--- src/rtl/mem_arbiter.sv ---
// Two-port (IFU/LSU) arbiter and latency sequencer in front of the simulation memory model.
// Optional MEM_ARB_RR_EN selects round-robin arbitration; by default the LSU has fixed priority.
module mem_arbiter #(
  parameter int unsigned LATENCY    = 1,
  parameter logic [31:0] RESET_ADDR = 32'h8000_0000
) (
  input  logic        clk,
  input  logic        rst,
  input  logic        ifu_req_valid,
  output logic        ifu_req_ready,
  input  logic [31:0] ifu_req_addr,
  output logic        ifu_resp_valid,
  input  logic        ifu_resp_ready,
  input  logic        lsu_req_valid,
  output logic        lsu_req_ready,
  input  logic [31:0] lsu_req_addr,
  input  logic        lsu_req_wen,
  input  logic [31:0] lsu_req_wdata,
  input  logic [3:0]  lsu_req_wmask,
  output logic        lsu_resp_valid,
  input  logic        lsu_resp_ready,
  output logic [31:0] resp_rdata,
  output logic [31:0] mem_raddr,
  input  logic [31:0] mem_rdata,
  output logic        mem_wen,
  output logic [31:0] mem_waddr,
  output logic [31:0] mem_wdata,
  output logic [3:0]  mem_wmask
);

  typedef enum logic [1:0] {S_IDLE, S_WAIT, S_RESP} state_t;

  localparam logic OWN_IFU = 1'b0;
  localparam logic OWN_LSU = 1'b1;

  state_t      state_reg, state_next;
  logic [7:0]  cnt_reg, cnt_next;
  logic        owner_reg, owner_next;
  logic [31:0] addr_reg, addr_next;
  logic        wen_reg, wen_next;
  logic [31:0] wdata_reg, wdata_next;
  logic [3:0]  wmask_reg, wmask_next;
  logic [31:0] rdata_reg, rdata_next;

  logic        grant_lsu;
  logic        accept;

  assign accept = (state_reg == S_IDLE) && (ifu_req_valid || lsu_req_valid) && !rst;

`ifdef MEM_ARB_RR_EN
  logic last_grant_reg;

  // On contention the requester that was not served last wins.
  always_comb begin
    if (ifu_req_valid && lsu_req_valid) begin
      grant_lsu = (last_grant_reg == OWN_IFU);
    end else begin
      grant_lsu = lsu_req_valid;
    end
  end

  always_ff @(posedge clk) begin
    if (rst) begin
      last_grant_reg <= OWN_IFU;
    end else if (accept) begin
      last_grant_reg <= grant_lsu;
    end
  end
`else
  assign grant_lsu = lsu_req_valid;
`endif

  always_ff @(posedge clk) begin
    if (rst) begin
      state_reg <= S_IDLE;
      cnt_reg   <= '0;
      owner_reg <= OWN_IFU;
      addr_reg  <= RESET_ADDR;
      wen_reg   <= 1'b0;
      wdata_reg <= '0;
      wmask_reg <= '0;
      rdata_reg <= '0;
    end else begin
      state_reg <= state_next;
      cnt_reg   <= cnt_next;
      owner_reg <= owner_next;
      addr_reg  <= addr_next;
      wen_reg   <= wen_next;
      wdata_reg <= wdata_next;
      wmask_reg <= wmask_next;
      rdata_reg <= rdata_next;
    end
  end

  always_comb begin
    state_next     = state_reg;
    cnt_next       = cnt_reg;
    owner_next     = owner_reg;
    addr_next      = addr_reg;
    wen_next       = wen_reg;
    wdata_next     = wdata_reg;
    wmask_next     = wmask_reg;
    rdata_next     = rdata_reg;
    ifu_req_ready  = 1'b0;
    lsu_req_ready  = 1'b0;
    ifu_resp_valid = 1'b0;
    lsu_resp_valid = 1'b0;
    mem_wen        = 1'b0;
    // Reset masks every strobe so a store in flight can never reach memory.
    if (!rst) begin
      case (state_reg)
        S_IDLE: begin
          if (accept) begin
            lsu_req_ready = grant_lsu;
            ifu_req_ready = !grant_lsu;
            owner_next    = grant_lsu ? OWN_LSU : OWN_IFU;
            addr_next     = grant_lsu ? lsu_req_addr : ifu_req_addr;
            wen_next      = grant_lsu && lsu_req_wen;
            wdata_next    = grant_lsu ? lsu_req_wdata : 32'h0;
            wmask_next    = grant_lsu ? lsu_req_wmask : 4'h0;
            cnt_next      = 8'(LATENCY - 1);
            state_next    = S_WAIT;
          end
        end
        S_WAIT: begin
          if (cnt_reg != 8'd0) begin
            cnt_next = cnt_reg - 8'd1;
          end else begin
            mem_wen    = wen_reg;
            rdata_next = wen_reg ? 32'h0 : mem_rdata;
            state_next = S_RESP;
          end
        end
        S_RESP: begin
          ifu_resp_valid = (owner_reg == OWN_IFU);
          lsu_resp_valid = (owner_reg == OWN_LSU);
          if ((owner_reg == OWN_LSU) ? lsu_resp_ready : ifu_resp_ready) begin
            state_next = S_IDLE;
          end
        end
        default: state_next = S_IDLE;
      endcase
    end
  end

  assign mem_raddr  = addr_reg;
  assign mem_waddr  = addr_reg;
  assign mem_wdata  = wdata_reg;
  assign mem_wmask  = wmask_reg;
  assign resp_rdata = rdata_reg;

endmodule
--- config.mk ---
export PLATFORM = sky130hd
export DESIGN_NAME = mem_arbiter
export DESIGN_NICKNAME = d
export VERILOG_FILES = /design/src/rtl/mem_arbiter.sv
export SDC_FILE = /design/constraint.sdc
export NUM_CORES = 1
export LEC_CHECK = 0
export CORE_MARGIN = 3
export CORE_UTILIZATION = 36
export DETAILED_ROUTE_END_ITERATION = 8
export GPL_TIMING_DRIVEN = 0
export PLACE_DENSITY = 0.86
export SYNTH_ARGS = -nofsm -noshare
export SYNTH_HDL_FRONTEND = slang
export SYNTH_SLANG_ARGS = --single-unit
--- constraint.sdc ---
create_clock -name clk -period 1.8 [get_ports clk]
set_input_delay 0.27 -clock clk [delete_from_list [all_inputs] [get_ports clk]]
set_output_delay 0.27 -clock clk [all_outputs]
set_load 0.02 [all_outputs]
==> results of run 1 <==
[through the flow]
stage / total power, mW / std cells / utilization / worst slack [ns]
floorplan: 3.928 / 495 / - / 0.04943
global placement: 4.972 / 950 / 0.5859 / -1.071
detailed placement: 5.000 / 950 / 0.5859 / -1.102
CTS: 6.992 / 977 / 0.6187 / -0.1950
global route: 7.314 / 985 / 0.6479 / -0.2063
finish: 7.034 / 985 / 0.6479 / -0.1212
[power groups by stage]
stage	sequential (mW)	clock, mW	combinational, mW
6_report	2.85	1.94	2.24
3_5_place_dp	2.89	0	2.11
3_3_place_gp	2.89	0	2.08
2_1_floorplan	3.10	0	0.824
4_1_cts	2.84	1.99	2.16
5_1_grt	2.87	2.08	2.36
[worst max-delay path, delay by kind of cell (launching register included)]
kind / cells / cell delay, ns
flip-flops: 1 / 0.33
buffers and inverters: 5 / 0.59
AO/OA/AOI/OAI: 1 / 0.15
AND/OR/NAND/NOR: 2 / 0.65
adder cells (fa/ha/maj): 1 / 0.13
[layout make-up]
type	count	area share
Sequential cell	112	0.2477
Timing Repair Buffer	295	0.3219
Clock buffer	9	0.02485
Clock inverter	7	0.005798
Inverter	4	0.001795
Tap cell	180	0.02485
Buffer	85	0.06543
Multi-Input combinational cell	293	0.3077
[cells by family (layout without fill, tap and decap cells)]
family | count (synthesis) | count (layout)
simple gates | 104 | 104
flops | 112 | 112
buf+inv | 90 | 400
mux | 30 | 30
compound gates | 157 | 157
fa+ha+maj | 2 | 2
[worst max path at each step]
stage                                end  slack, ns  cells after the start
after detailed placement   lsu_req_ready      -1.10                      5
after floorplan                  mem_wen       0.05                      6
final                     resp_rdata[12]      -0.12                      9
after global routing      resp_rdata[12]      -0.21                      9
after CTS                        mem_wen      -0.20                      7
after global placement     lsu_req_ready      -1.07                      5
[routing by layer]
layer	routed length (um)	up-vias	part of all wire
met3	1360	24	0.072
met5	0	-	0
met1	7653	2513	0.40
met4	336	0	0.018
met2	9593	200	0.51
li1	-	2475	-
[synth_stat cells (2+ instances only)]
cell | number | share of area
buf_4 | 34 | 0.049
a31oi_1 | 7 | 0.0084
a31o_1 | 32 | 0.054
a211oi_1 | 26 | 0.038
o211ai_1 | 6 | 0.0087
o21ai_0 | 7 | 0.0067
nor2_1 | 4 | 0.0029
nor3b_1 | 2 | 0.0029
nand2_1 | 7 | 0.0051
a21oi_1 | 28 | 0.027
nor4_1 | 2 | 0.0024
dfxtp_1 | 112 | 0.43
clkbuf_1 | 30 | 0.022
nor4b_1 | 2 | 0.0034
a2111oi_0 | 2 | 0.0034
ha_1 | 2 | 0.0048
a31o_2 | 2 | 0.0034
buf_1 | 2 | 0.0014
nand3_1 | 7 | 0.0067
or4_1 | 2 | 0.0029
a22o_1 | 37 | 0.062
mux2i_1 | 30 | 0.058
a211o_1 | 4 | 0.0067
inv_1 | 3 | 0.0022
or3b_2 | 32 | 0.054
nor4_2 | 30 | 0.072
a21o_1 | 2 | 0.0029
buf_6 | 3 | 0.0065
buf_2 | 17 | 0.016
[repair_timing]
| item | 4_1_cts | 5_1_grt |
|---|---|---|
| resized for setup | 66 | 69 |
| cloned | 0 | 2 |
| buffers inserted | 11 | 7 |
| pin swaps | 6 | 14 |
| hold buffers | 0 | 0 |
| endpoints found under the setup margin | 104 | 87 |
==> flow_metrics.py, run 1 <==
metrics = {
    "global_routing": {
        "grt_pass1_vias": 5190,
        "antenna_found_initial": 0,
        "grt_first_pass_wirelength_mm": 27.62,
        "top_usage_layer": "met2",
        "gr-usage-met2": 0.3593,
        "gr-total-overflow": 0,
        "met3_usage": 0.06828,
        "grt.total_usage": 0.2156,
        "grt_start_max_net_pins": 20,
        "met1_usage": 0.2656,
    },
    "floorplanning": {
        "rows": 43,
        "fp.dieH_um": 126.2,
        "core_um2": 13990,
        "dieWidth_um": 126.2,
        "io_pins": 276,
        "start_util": 0.3718,
        "dieArea_um2": 15930,
    },
    "critical_path": {
        "crit_top_cell": "buf_4",
        "r2r_setup_slack_ns": -0.12,
        "critPathMaxStageDelay_ns": 0.39,
        "worst_ep_required_time_ns": 2.09,
        "r2r_start": "cnt_reg[1]",
        "cp.arrival_ns": 2.21,
        "crit_fanout": 10,
        "rr_worst_depth": 9,
        "slowest_stage": "or3b_4",
        "endpoint_kind": "register",
        "crit_chain": "inv_2, ha_4, buf_4, buf_4, or3b_4, buf_8, buf_12, nor4_4, a31o_1",
        "r2r-end": "resp_rdata[12]",
        "critical_path_class": "reg -> reg",
        "startpoint_type": "register",
        "critPathLaunch": "cnt_reg[1]",
    },
    "hold_path": {
        "min_from": "resp_rdata[23]",
        "whs_endpoint": "resp_rdata[23]",
        "holdCritPathClass": "reg -> reg",
        "min_path_cells": 1,
    },
    "pwr": {
        "power_switching_share": 0.3133,
        "ir_drop_mv": 0.8544,
        "leakage_nw": 3.414,
        "power.density_nw_per_um2": 776.0,
        "p_sw_mw": 2.204,
        "p_clk_frac": 0.276,
        "p_comb_frac": 0.319,
        "pwr-share-seq": 0.405,
        "intPower_mw": 4.830,
    },
    "detailed_routing": {
        "route.detailed.wl_per_inst_um": 19.23,
        "drtPass1Iterations": 4,
        "antenna_left": 0,
        "vias": 5212,
        "dr.first_iter.drc_count": 333,
        "viasPerCell": 5.291,
        "drc": 0,
        "totalWireLength_mm": 18.94,
    },
    "timing": {
        "hold_violations": 0,
        "min_period_ns": 1.921,
        "rsz0062_at_grt": "true",
        "skew_ns": 0.007110,
        "finalCritPeriodShare": 1.067,
        "hold_slack_ns": 0.4795,
        "max_freq_ghz": 0.5205,
        "setup_viol": 24,
        "tightest_slew_ns": 0.5680,
        "worst_slack_ns": -0.1212,
        "slew_headroom": 0.6213,
        "drv_slew": 0,
        "tns_ns": -1.853,
    },
    "clocking": {
        "cts.sinks": 112,
        "cts_root_buf": "clkbuf_16",
        "clk_pin_slew_ns": 0.07,
        "clockBufferDepth": 2,
        "clock_latency_ns": 0.36,
        "cts_buffers": 9,
        "cts_max_level": 3,
        "cts_tree": "yes",
    },
    "synth": {
        "syn_nets": 636,
        "synthCells": 495,
        "synth.area.mux_share": 0.05773,
        "yosys_register_bits": 112,
        "yosysWarnings": 0,
        "synth_compound_area_frac": 0.2266,
        "synth_edf_count": 0,
        "seq_area_frac_synth": 0.4311,
        "synth.avg_cell_area_um2": 10.51,
        "synth_cell_types": 50,
        "synth_top_family_by_area": "compound AO/OA/AOI/OAI gates",
        "synth_adder_area_share": 0.004811,
        "synth.cell_area_um2": 5201,
        "async_flop_share": 0,
        "yosys.area_share.simple": 0.1819,
        "synth-xor-area-share": 0,
        "ys.flop_type": "dfxtp_1",
    },
    "placement": {
        "dp_hpwl_mm": 13.43,
        "gp_routability_congestion": 0.8362,
        "portBuffers": 275,
        "dpl_cell_area_um2": 8195,
    },
    "cells_and_area": {
        "layout_common_cells": "clkdlybuf4s50_1, dfxtp_1, buf_4",
        "ff_latch_area_um2": 2245,
        "layout-drive-gt1-share": 0.2435,
        "nNetsFinal": 941,
        "layout_commonest_cell": "clkdlybuf4s50_1",
        "postLayoutCellArea_um2": 9064,
        "area_delta_synth_final_pct": 74.26,
        "diodes": 0,
        "fillers": 1102,
        "multi_input_area_um2": 2789,
    },
    "run_status": {
        "status": "finished, violations left",
        "violations": "setup timing",
    },
    "job": {
        "maxCapViolCount": 0,
    },
}
Note: power is estimated with default switching activity, not from simulation.
==> run 2, diff against run 1 <==
--- a/config.mk
+++ b/config.mk
@@ -7,9 +7,11 @@
 export LEC_CHECK = 0
 export CORE_MARGIN = 3
 export CORE_UTILIZATION = 36
+export CTS_BUF_LIST = sky130_fd_sc_hd__clkbuf_16
 export DETAILED_ROUTE_END_ITERATION = 8
 export GPL_TIMING_DRIVEN = 0
 export PLACE_DENSITY = 0.86
+export RECOVER_POWER = 25
 export SYNTH_ARGS = -nofsm -noshare
 export SYNTH_HDL_FRONTEND = slang
 export SYNTH_SLANG_ARGS = --single-unit
==> run 2 against run 1 <==
Effect of this change:
- the flow still finishes with violations (setup timing)
- hold slack got worse by 0.0055 ns
- via count rose by 0.69%
- maximum frequency barely moved
- first-iteration DRC count fell by 8.4%
- core utilization fell by 0.20 points
- register-to-register slack barely moved
- critical path depth did not move
- sequential power barely moved
- routed wire length barely moved
- critical endpoint unchanged
==> flow_metrics.py, run 2 (synthesized netlist as in run 1, its figures left out) <==
metrics = {
    "run_status": {
        "status": "finished, violations left",
        "violations": "setup timing",
    },
    "critical_path": {
        "startpoint_type": "register",
        "critPathBufInv": 5,
        "crit_fanout": 10,
        "cp.arrival_ns": 2.22,
        "cp_top_family": "simple AND/OR/NAND/NOR gates",
        "crit_chain": "inv_2, ha_4, buf_4, buf_4, or3b_4, buf_8, buf_12, nor4_4, a31o_1",
        "endpoint_kind": "register",
        "crit_top_cell": "buf_4",
        "slowest_stage": "or3b_4",
        "worst_ep_required_time_ns": 2.09,
        "critical_path_class": "reg -> reg",
        "critPathMaxStageDelay_ns": 0.39,
    },
    "floorplanning": {
        "start_util": 0.3718,
        "rows": 43,
        "core_um2": 13990,
        "dieWidth_um": 126.2,
        "io_pins": 276,
        "dieArea_um2": 15930,
        "fp.dieH_um": 126.2,
    },
    "global_routing": {
        "antenna_found_initial": 0,
        "grt.total_usage": 0.2156,
        "grt_first_pass_wirelength_mm": 27.62,
        "gr-total-overflow": 0,
        "grt_start_max_net_pins": 20,
        "grt_pass1_vias": 5190,
    },
    "timing": {
        "skew_ns": 0.007101,
        "slew_headroom": 0.6204,
        "max_freq_ghz": 0.5204,
        "hold_slack_ns": 0.4740,
        "drv_slew": 0,
        "setup_viol": 25,
        "finalCritPeriodShare": 1.068,
        "rsz0062_at_grt": "true",
        "min_period_ns": 1.922,
        "tightest_slew_ns": 0.5695,
        "hold_violations": 0,
        "worst_slack_ns": -0.1216,
    },
    "detailed_routing": {
        "antenna_left": 0,
        "dr.first_iter.drc_count": 305,
        "viasPerCell": 5.328,
        "route.detailed.wl_per_inst_um": 19.23,
        "drc": 0,
        "drtPass1Iterations": 4,
        "totalWireLength_mm": 18.94,
        "vias": 5248,
    },
    "clocking": {
        "cts_tree": "yes",
        "clockBufferDepth": 2,
        "clock_latency_ns": 0.36,
        "cts_root_buf": "clkbuf_16",
        "cts_max_level": 3,
        "cts_buffers": 9,
        "cts.sinks": 112,
        "clk_pin_slew_ns": 0.07,
        "hold_buffers": 0,
    },
    "cells_and_area": {
        "nNetsFinal": 941,
        "area_delta_synth_final_pct": 73.73,
        "layout_commonest_cell": "clkdlybuf4s50_1",
        "layout-drive-gt1-share": 0.2422,
        "fillers": 1109,
        "layout_common_cells": "clkdlybuf4s50_1, dfxtp_1, buf_4",
        "diodes": 0,
    },
    "placement": {
        "dp_hpwl_mm": 13.43,
        "dpl_worst_slack_ns": -1.102,
        "portBuffers": 275,
        "gp_routability_congestion": 0.8362,
    },
    "pwr": {
        "power.density_nw_per_um2": 775.4,
        "power_switching_share": 0.3157,
        "leakage_nw": 3.493,
        "p_sw_mw": 2.212,
        "total_power_mw": 7.007,
        "p_clk_frac": 0.279,
        "p_comb_frac": 0.315,
        "ir_drop_mv": 0.8536,
        "intPower_mw": 4.795,
        "pwr-share-seq": 0.406,
    },
    "job": {
        "maxCapViolCount": 0,
    },
    "hold_path": {
        "holdCritPathClass": "reg -> reg",
    },
}
## run 2: power by group through the flow
stage / logic (mW) / registers [mW] / clock network, mW
3_3_place_gp: 2.08 / 2.89 / 0
5_1_grt: 2.33 / 2.87 / 2.08
2_1_floorplan: 0.824 / 3.10 / 0
6_report: 2.21 / 2.84 / 1.95
4_1_cts: 2.16 / 2.84 / 1.99
3_5_place_dp: 2.11 / 2.89 / 0
## run 2: through the flow
| stage | cell area (um2) | setup TNS [ns] | utilization | cells |
|---|---|---|---|---|
| after global placement | 8195 | -62.02 | 0.5859 | 950 |
| after detailed placement | 8195 | -62.61 | 0.5859 | 950 |
| after CTS | 8655 | -0.1950 | 0.6187 | 977 |
| after floorplan | 5218 | 0 | - | 495 |
| after global routing | 9036 | -4.076 | 0.6460 | 985 |
| final | 9036 | -1.863 | 0.6460 | 985 |
## run 2: routing by layer
layer	track usage	part of all wire
met1	0.2656	0.40
met2	0.3593	0.51
met3	0.06828	0.070
met4	0.06877	0.019
met5	0	0
## run 2: layout make-up
cell class | count | area [um2] | area share
clock inverter | 7 | 52.55 | 0.005816
inverter | 4 | 16.27 | 0.001800
tap | 180 | 225.2 | 0.02492
multi-input combinational | 293 | 2789 | 0.3086
sequential | 112 | 2245 | 0.2484
timing repair buffer | 295 | 2892 | 0.3200
buffer | 85 | 591.8 | 0.06549
clock buffer | 9 | 225.2 | 0.02492
## run 2: worst paths after layout
check,start,to,slack (ns),depth (start not counted)
min,resp_rdata[23],resp_rdata[23],0.47,1
min reg2reg,resp_rdata[23],resp_rdata[23],0.47,1
max,cnt_reg[1],resp_rdata[12],-0.12,9
max reg2reg,cnt_reg[1],resp_rdata[12],-0.12,9
## run 2: what timing repair did
action / 4_1_cts / 5_1_grt
endpoints found under the hold margin: 0 / 0
gates cloned: 0 / 2
setup buffers: 11 / 7
setup endpoints to repair: 104 / 87
pin swaps: 6 / 14
resized for setup: 66 / 69
